$ cat config.mk
export PLATFORM = sky130hd
export DESIGN_NAME = outer_ebi_trx
export DESIGN_NICKNAME = d
export VERILOG_FILES = /design/src/rtl/outer_ebi_trx.sv
export SDC_FILE = /design/constraint.sdc
export NUM_CORES = 2
export LEC_CHECK = 0
export CAP_MARGIN = 5
export CELL_PAD_IN_SITES_DETAIL_PLACEMENT = 0
export CELL_PAD_IN_SITES_GLOBAL_PLACEMENT = 1
export CORE_MARGIN = 5
export CORE_UTILIZATION = 30
export CTS_BUF_LIST = sky130_fd_sc_hd__clkbuf_16
export DETAILED_ROUTE_END_ITERATION = 8
export PLACE_DENSITY = 0.7
export SETUP_SLACK_MARGIN = 0.15
export SLEW_MARGIN = 20
export SYNTH_ARGS = -nofsm -noshare
export SYNTH_HDL_FRONTEND = slang
export SYNTH_SLANG_ARGS = --single-unit
$ cat constraint.sdc
create_clock -name clk -period 20.1 [get_ports clk]
set_input_delay 3.015 -clock clk [delete_from_list [all_inputs] [get_ports clk]]
set_output_delay 3.015 -clock clk [all_outputs]
set_load 0.005 [all_outputs]
$ cat src/rtl/outer_ebi_trx.sv
// outer_ebi_trx: far-end responder on the EBI link. Deserialises host frames
// (read/write requests, snoop responses) into one parallel request, and
// serialises read responses, snoop requests and ACKs back onto the shared bus.
module outer_ebi_trx #(
  parameter int DATA_WIDTH       = 64,
  parameter int PADDR_WIDTH      = 32,
  parameter int CACHELINE_LENGTH = 512,
  parameter int EBI_WIDTH        = 16
) (
  input  logic                        clk,
  input  logic                        rst,
  input  logic [EBI_WIDTH-1:0]        ebi_i,
  output logic [EBI_WIDTH-1:0]        ebi_o,
  output logic [EBI_WIDTH-1:0]        ebi_oen,
  output logic                        req_valid,
  input  logic                        req_ready,
  output logic [3:0]                  req_opcode,
  output logic [PADDR_WIDTH-1:0]      req_addr,
  output logic [EBI_WIDTH-1:0]        req_snoop,
  output logic [EBI_WIDTH-1:0]        req_id,
  output logic [CACHELINE_LENGTH-1:0] req_data,
  input  logic                        rd_resp_valid,
  output logic                        rd_resp_ready,
  input  logic [CACHELINE_LENGTH-1:0] rd_resp_data,
  input  logic [EBI_WIDTH-1:0]        rd_resp_mesi,
  input  logic [EBI_WIDTH-1:0]        rd_resp_id,
  input  logic                        snp_req_valid,
  output logic                        snp_req_ready,
  input  logic [PADDR_WIDTH-1:0]      snp_req_addr,
  input  logic [EBI_WIDTH-1:0]        snp_req_snoop,
  output logic                        frame_err
);

  localparam int ADDR_CYCLE = PADDR_WIDTH / EBI_WIDTH;
  localparam int DATA_CYCLE = CACHELINE_LENGTH / EBI_WIDTH;
  // Longest host payload is DW1: addr + snoop + data.
  localparam int RX_MAX     = ADDR_CYCLE + 1 + DATA_CYCLE;
  localparam int RD_LEN     = DATA_CYCLE + 5;
  localparam int SNP_LEN    = ADDR_CYCLE + 4;
  localparam int ACK_LEN    = 2;
  localparam int TX_MAX     = (RD_LEN > SNP_LEN) ? RD_LEN : SNP_LEN;
  localparam int CW         = 6;

  localparam logic [EBI_WIDTH-1:0] BEAT_IDLE  = {EBI_WIDTH{1'b1}};
  localparam logic [EBI_WIDTH-1:0] BEAT_START = {{(EBI_WIDTH-1){1'b1}}, 1'b0};

  localparam logic [3:0] OP_DR        = 4'd0;
  localparam logic [3:0] OP_DW1       = 4'd1;
  localparam logic [3:0] OP_DW2       = 4'd2;
  localparam logic [3:0] OP_SNP_RESP1 = 4'd3;
  localparam logic [3:0] OP_SNP_RESP2 = 4'd4;
  localparam logic [3:0] OP_SNP_REQ   = 4'd6;
  localparam logic [3:0] OP_RD_RESP   = 4'd7;

  // The backend word width does not shape the datapath; reject nonsense values early.
  if (EBI_WIDTH < 4 || DATA_WIDTH < EBI_WIDTH) begin : g_param_check
    $error("outer_ebi_trx: EBI_WIDTH must be >= 4 and <= DATA_WIDTH");
  end

  typedef enum logic [2:0] {
    S_IDLE,
    S_RX_OP,
    S_RX_PAYLOAD,
    S_RX_STOP,
    S_DELIVER,
    S_WAIT_RESP,
    S_TX
  } state_t;

  typedef enum logic [1:0] {
    TX_NONE,
    TX_ACK,
    TX_SNP,
    TX_RD
  } tx_kind_t;

  state_t                state_reg, state_next;
  tx_kind_t              tx_load;
  logic                  rx_op_load;
  logic                  rx_store;
  logic                  req_load;
  logic                  err_next;
  logic                  tx_last;

  logic [EBI_WIDTH-1:0]  rff_reg;
  logic [3:0]            op_reg;
  logic [CW-1:0]         rx_len_reg;
  logic [CW-1:0]         rx_cnt_reg;
  logic [EBI_WIDTH-1:0]  rx_buf_reg [RX_MAX];

  logic [EBI_WIDTH-1:0]  tx_buf_reg [TX_MAX];
  logic [CW-1:0]         tx_len_reg;
  logic [CW-1:0]         tx_cnt_reg;

  logic [EBI_WIDTH-1:0]  ebi_o_reg;
  logic [EBI_WIDTH-1:0]  ebi_oen_reg;
  logic [3:0]            req_opcode_reg;
  logic [PADDR_WIDTH-1:0] req_addr_reg;
  logic [EBI_WIDTH-1:0]  req_snoop_reg;
  logic [EBI_WIDTH-1:0]  req_id_reg;
  logic [CACHELINE_LENGTH-1:0] req_data_reg;
  logic                  frame_err_reg;
  logic                  snp_ready_reg;

  logic [PADDR_WIDTH-1:0]      rx_addr;
  logic [CACHELINE_LENGTH-1:0] rx_dw1_data;
  logic [CACHELINE_LENGTH-1:0] rx_sr1_data;

  logic [EBI_WIDTH-1:0]  frm_rd  [TX_MAX];
  logic [EBI_WIDTH-1:0]  frm_snp [TX_MAX];
  logic [EBI_WIDTH-1:0]  frm_ack [TX_MAX];

  // Number of payload beats between the opcode beat and the stop beat.
  function automatic logic [CW-1:0] payload_len(input logic [3:0] op);
    case (op)
      OP_DR:        return CW'(ADDR_CYCLE + 2);
      OP_DW1:       return CW'(ADDR_CYCLE + 1 + DATA_CYCLE);
      OP_DW2:       return CW'(ADDR_CYCLE + 1);
      OP_SNP_RESP1: return CW'(DATA_CYCLE);
      default:      return '0;
    endcase
  endfunction

  // Field views of the receive buffer; payload is stored low beat first.
  for (genvar gi = 0; gi < ADDR_CYCLE; gi++) begin : g_rx_addr
    assign rx_addr[gi*EBI_WIDTH +: EBI_WIDTH] = rx_buf_reg[gi];
  end
  for (genvar gi = 0; gi < DATA_CYCLE; gi++) begin : g_rx_data
    assign rx_dw1_data[gi*EBI_WIDTH +: EBI_WIDTH] = rx_buf_reg[ADDR_CYCLE + 1 + gi];
    assign rx_sr1_data[gi*EBI_WIDTH +: EBI_WIDTH] = rx_buf_reg[gi];
  end

  // Candidate outgoing frames, beat by beat, padded with idle beats.
  for (genvar gi = 0; gi < TX_MAX; gi++) begin : g_frames
    if (gi == 0) begin : g_start
      assign frm_rd[gi]  = BEAT_START;
      assign frm_snp[gi] = BEAT_START;
      assign frm_ack[gi] = BEAT_START;
    end else if (gi == 1) begin : g_op
      assign frm_rd[gi]  = {{(EBI_WIDTH-4){1'b0}}, OP_RD_RESP};
      assign frm_snp[gi] = {{(EBI_WIDTH-4){1'b0}}, OP_SNP_REQ};
      assign frm_ack[gi] = BEAT_IDLE;
    end else begin : g_body
      assign frm_ack[gi] = BEAT_IDLE;
      if (gi < 2 + DATA_CYCLE) begin : g_rd_data
        assign frm_rd[gi] = rd_resp_data[(gi-2)*EBI_WIDTH +: EBI_WIDTH];
      end else if (gi == 2 + DATA_CYCLE) begin : g_rd_mesi
        assign frm_rd[gi] = rd_resp_mesi;
      end else if (gi == 3 + DATA_CYCLE) begin : g_rd_id
        assign frm_rd[gi] = rd_resp_id;
      end else begin : g_rd_stop
        assign frm_rd[gi] = BEAT_IDLE;
      end
      if (gi < 2 + ADDR_CYCLE) begin : g_snp_addr
        assign frm_snp[gi] = snp_req_addr[(gi-2)*EBI_WIDTH +: EBI_WIDTH];
      end else if (gi == 2 + ADDR_CYCLE) begin : g_snp_snoop
        assign frm_snp[gi] = snp_req_snoop;
      end else begin : g_snp_stop
        assign frm_snp[gi] = BEAT_IDLE;
      end
    end
  end

  assign tx_last = (tx_cnt_reg == tx_len_reg - CW'(1));

  // State register.
  always_ff @(posedge clk) begin
    if (rst) begin
      state_reg <= S_IDLE;
    end else begin
      state_reg <= state_next;
    end
  end

  // Next-state logic and per-cycle datapath controls.
  always_comb begin
    state_next = state_reg;
    tx_load    = TX_NONE;
    rx_op_load = 1'b0;
    rx_store   = 1'b0;
    req_load   = 1'b0;
    err_next   = 1'b0;
    unique case (state_reg)
      S_IDLE: begin
        // A host start already in rff takes priority over a pending snoop.
        if (!rff_reg[0]) begin
          state_next = S_RX_OP;
        end else if (snp_req_valid && snp_ready_reg) begin
          tx_load    = TX_SNP;
          state_next = S_TX;
        end
      end
      S_RX_OP: begin
        rx_op_load = 1'b1;
        if (rff_reg[3:0] > OP_SNP_RESP2) begin
          err_next   = 1'b1;
          state_next = S_IDLE;
        end else if (payload_len(rff_reg[3:0]) == '0) begin
          state_next = S_RX_STOP;
        end else begin
          state_next = S_RX_PAYLOAD;
        end
      end
      S_RX_PAYLOAD: begin
        rx_store = 1'b1;
        if (rx_cnt_reg == rx_len_reg - CW'(1)) begin
          state_next = S_RX_STOP;
        end
      end
      S_RX_STOP: begin
        if (rff_reg == BEAT_IDLE) begin
          req_load   = 1'b1;
          state_next = S_DELIVER;
        end else begin
          err_next   = 1'b1;
          state_next = S_IDLE;
        end
      end
      S_DELIVER: begin
        if (req_ready) begin
          if (req_opcode_reg == OP_DR) begin
            state_next = S_WAIT_RESP;
          end else begin
            tx_load    = TX_ACK;
            state_next = S_TX;
          end
        end
      end
      S_WAIT_RESP: begin
        if (rd_resp_valid) begin
          tx_load    = TX_RD;
          state_next = S_TX;
        end
      end
      S_TX: begin
        if (tx_last) begin
          state_next = S_IDLE;
        end
      end
      default: state_next = S_IDLE;
    endcase
  end

  // Input register and receive buffer fill.
  always_ff @(posedge clk) begin
    if (rst) begin
      rff_reg    <= BEAT_IDLE;
      op_reg     <= '0;
      rx_len_reg <= '0;
      rx_cnt_reg <= '0;
    end else begin
      rff_reg <= ebi_i;
      if (rx_op_load) begin
        op_reg     <= rff_reg[3:0];
        rx_len_reg <= payload_len(rff_reg[3:0]);
        rx_cnt_reg <= '0;
      end
      if (rx_store) begin
        rx_buf_reg[rx_cnt_reg] <= rff_reg;
        rx_cnt_reg             <= rx_cnt_reg + CW'(1);
      end
    end
  end

  // Request fields: loaded on a good stop beat, zero where the opcode carries nothing.
  always_ff @(posedge clk) begin
    if (rst) begin
      req_opcode_reg <= '0;
      req_addr_reg   <= '0;
      req_snoop_reg  <= '0;
      req_id_reg     <= '0;
      req_data_reg   <= '0;
    end else if (req_load) begin
      req_opcode_reg <= op_reg;
      req_addr_reg   <= (op_reg <= OP_DW2) ? rx_addr : '0;
      req_snoop_reg  <= (op_reg <= OP_DW2) ? rx_buf_reg[ADDR_CYCLE] : '0;
      req_id_reg     <= (op_reg == OP_DR) ? rx_buf_reg[ADDR_CYCLE + 1] : '0;
      if (op_reg == OP_DW1) begin
        req_data_reg <= rx_dw1_data;
      end else if (op_reg == OP_SNP_RESP1) begin
        req_data_reg <= rx_sr1_data;
      end else begin
        req_data_reg <= '0;
      end
    end
  end

  // Transmit buffer capture and beat counter.
  always_ff @(posedge clk) begin
    if (rst) begin
      tx_len_reg <= '0;
      tx_cnt_reg <= '0;
    end else if (tx_load != TX_NONE) begin
      for (int i = 0; i < TX_MAX; i++) begin
        case (tx_load)
          TX_RD:   tx_buf_reg[i] <= frm_rd[i];
          TX_SNP:  tx_buf_reg[i] <= frm_snp[i];
          default: tx_buf_reg[i] <= frm_ack[i];
        endcase
      end
      case (tx_load)
        TX_RD:   tx_len_reg <= CW'(RD_LEN);
        TX_SNP:  tx_len_reg <= CW'(SNP_LEN);
        default: tx_len_reg <= CW'(ACK_LEN);
      endcase
      tx_cnt_reg <= '0;
    end else if (state_reg == S_TX && !tx_last) begin
      tx_cnt_reg <= tx_cnt_reg + CW'(1);
    end
  end

  // Bus drive: start beat straight from the handshake, then the buffered beats.
  always_ff @(posedge clk) begin
    if (rst) begin
      ebi_o_reg   <= BEAT_IDLE;
      ebi_oen_reg <= '1;
    end else if (tx_load != TX_NONE) begin
      ebi_o_reg   <= BEAT_START;
      ebi_oen_reg <= '0;
    end else if (state_reg == S_TX && !tx_last) begin
      ebi_o_reg   <= tx_buf_reg[tx_cnt_reg + CW'(1)];
      ebi_oen_reg <= '0;
    end else begin
      ebi_o_reg   <= BEAT_IDLE;
      ebi_oen_reg <= '1;
    end
  end

  // Error pulse and snoop-ready: ready mirrors "idle with no host start in rff".
  always_ff @(posedge clk) begin
    if (rst) begin
      frame_err_reg <= 1'b0;
      snp_ready_reg <= 1'b0;
    end else begin
      frame_err_reg <= err_next;
      snp_ready_reg <= (state_next == S_IDLE) && ebi_i[0];
    end
  end

  assign ebi_o         = ebi_o_reg;
  assign ebi_oen       = ebi_oen_reg;
  assign req_valid     = (state_reg == S_DELIVER);
  assign rd_resp_ready = (state_reg == S_WAIT_RESP);
  assign snp_req_ready = snp_ready_reg;
  assign frame_err     = frame_err_reg;
  assign req_opcode    = req_opcode_reg;
  assign req_addr      = req_addr_reg;
  assign req_snoop     = req_snoop_reg;
  assign req_id        = req_id_reg;
  assign req_data      = req_data_reg;

endmodule

==> impl_metrics.ini <==
[status]
outcome = complete, no violations

[layout]
drive_above_1_share = 0.0900
areaGrowthSynthToFinish_pct = 31.5
multi_input_comb_area_um2 = 19500
num-fill-cells = 21300
layout.nets = 6882
final_util = 0.397
design_area_um2 = 88300
largest_reg_flops = 560
instances_no_fill = 9423
ff_latch_area_um2 = 45900

[routing]
viasPerCell = 5.27
firstDrtPassIters = 5
dr_total_vias = 49700
avgRoutedWirePerCell_um = 29.2
ant_nets = 0
drtIter0Drc = 4713
drc_errors = 0
drt-total-wl_um = 275000

[cts]
clock-sinks = 1746
path_clk_slew_ns = 0.06
clk-insertion-delay-late_ns = 0.85
numCtsBuffers = 182
cts_tree = yes
post_cts_buffers = 0
cts-resized-gates = 0
max-clock-path-buffers = 3
htreeDepth = 4
cts-root-buf = clkbuf_16
ctsHoldBuffers = 0

[placement]
dpl_cell_area_um2 = 82300
pre_cts_slack_ns = 11.64
post-dp-hpwl_um = 198000
port_buffers = 1228
gp_congestion = 0.904
placed_cells = 9055

[setup_path]
path_buf_inv = 5
worst_setup_path_start_kind = input port
rr_startpoint = rff_reg[14]
slowest_delay_ns = 0.85
crit_fanout = 80
rr_worst_depth = 11
worstPathRequired_ns = 20.52
cp_cell_sequence = clkdlybuf4s50_1, nor4bb_1, nand2b_1, or2_2, buf_4, nand2_4, buf_4, buf_4, buf_4
r2r_setup_slack_ns = 13.55
critPathSlowestCell = buf_4
worstSetupEndpointType = flop
crit_top_cell = buf_4
crit_type = input port to flop
cp_top_family = buffers and inverters
reg2reg_to = req_data[311]
cp_data_arrival_time_ns = 8.07

[global_routing]
antenna_found_initial = 62
grt_pass1_vias = 49000
overflow = 0
grt_max_degree = 192
grt_usage = 0.225
grt_pass1_wl_um = 379000

[sta]
setup_viol = 0
final_hold_viol_count = 0
fin_ws_ns = 12.46
tns_ns = 0
max_clock_freq_mhz = 131
relSlewSlack = 0.0653
maxSlewViolCount = 0
finalCritPeriodShare = 0.380
rsz0062_at_grt = false
tightest_slew_ns = 1.40
skew_ns = 0.0620
fin_crit_ns = 7.64

[synth]
ys.flop_type = edfxtp_1
synth.most_common_cell = edfxtp_1
synth_fa_ha_area_frac = 0.000931
ys_ff_latch = 1746
synthMuxAreaShare = 0.0445
synth-simple-area-share = 0.152
ys_seq_area_frac = 0.683
ys_types = 57
netlist.area_leader.share = 0.487
synth_top_family_by_area = simple AND/OR/NAND/NOR gates
synth_compound_area_frac = 0.0867
avgSynthCellArea_um2 = 12.9
synth_commonest_cells = edfxtp_1, dfxtp_1, nor2_1, nor3_1, a221oi_1
syn_nets = 5840
synth_edf_count = 1090
synth-xor-area-share = 0.00257
yosys-top-cells-area = edfxtp_1, dfxtp_1, a221oi_1, nand2b_1, nor3_1
yosysWarnings = 0
yosys.area.top_type = edfxtp_1
syn_inst = 5222
syn-cell-area_um2 = 67200
synth-async-reset-ratio = 0

[die]
rows = 173
initial_core_util = 0.302
design.core.area_um2 = 223000
dieArea_um2 = 233000
die_w_um = 483
io_pins = 1229
die_y_um = 483

[worst_hold_path]
min_from = req_id[8]
whs_path_depth = 2
hold_path_end = req_id[8]
worst_hold_path_type = flop to flop

[power]
leakage_nw = 29.1
p_per_area_nw_per_um2 = 85.7
irDropWorstVdd_mv = 0.0791

[flow_run]
drv_cap = 0
-- final cells by class --
class | instances | share of cell area
timing repair buffer | 1333 | 0.149
antenna | 25 | 0.000708
clock buffer | 185 | 0.0524
tap | 2975 | 0.0421
multi-input combinational | 2993 | 0.220
inverter | 8 | 0.000340
sequential | 1746 | 0.520
clock inverter | 158 | 0.0150
-- report_power, final --
group / switching (mW) / leakage [nW] / internal, mW
Clock: 1.50 / 3.08 / 1.84
Sequential: 0.0252 / 15.0 / 3.85
Combinational: 0.182 / 11.0 / 0.174
Total: 1.71 / 29.1 / 5.87
-- cells by family (layout without fill, tap and decap cells) --
family                     Yosys count  after routing
buffers and inverters              483           1684
muxes                              146            146
xor gates and xnor gates            18             18
other                                0             25
DFF                               1746           1746
adders and majority gates            5              5
AOI/OAI and AO/OA                  727            727
and+or+nand+nor                   2097           2097
-- metrics by stage --
| step | hold WS (ns) | total power [mW] |
|---|---|---|
| 2_1_floorplan | 0.432 | 4.10 |
| 3_3_place_gp | 0.442 | 4.30 |
| 3_5_place_dp | 0.443 | 4.31 |
| 4_1_cts | 0.452 | 7.64 |
| 5_1_grt | 0.472 | 7.80 |
| 6_report | 0.451 | 7.57 |
-- worst max-delay path by stage --
stage	slack, ns	end	startpoint	cells past startpoint
2_1_floorplan	3.93	tx_buf_reg[10][0]	req_ready	6
3_3_place_gp	11.69	tx_buf_reg[12][1]	req_ready	9
3_5_place_dp	11.64	tx_buf_reg[13][15]	req_ready	9
4_1_cts	12.55	tx_buf_reg[18][12]	req_ready	9
5_1_grt	12.17	tx_buf_reg[13][3]	req_ready	9
6_report	12.46	tx_buf_reg[19][12]	req_ready	9
-- routing by layer --
metal  global-route usage  routed length (um)
met5                    0                 223
met2                0.397              140000
met1                0.262              101000
met4               0.0862               11300
met3               0.0580               21900
-- cell usage in the layout (no fill, tap or decap), drive strengths merged, types with 106 or more instances in the layout --
master / count
nand2: 247
a221oi: 512
dfxtp: 656
edfxtp: 1090
clkdlybuf4s50: 1227
buf: 106
mux4: 121
clkbuf: 185
nand2b: 488
nor3: 546
nor2: 594
nand3: 140
a21oi: 113
-- worst min-delay path: cells and delay by family (launching register included) --
kind	cells	cell delay [ns]
compound gates	1	0.05
flops	1	0.31
simple gates	1	0.05
(Power assumes the default switching activity.)
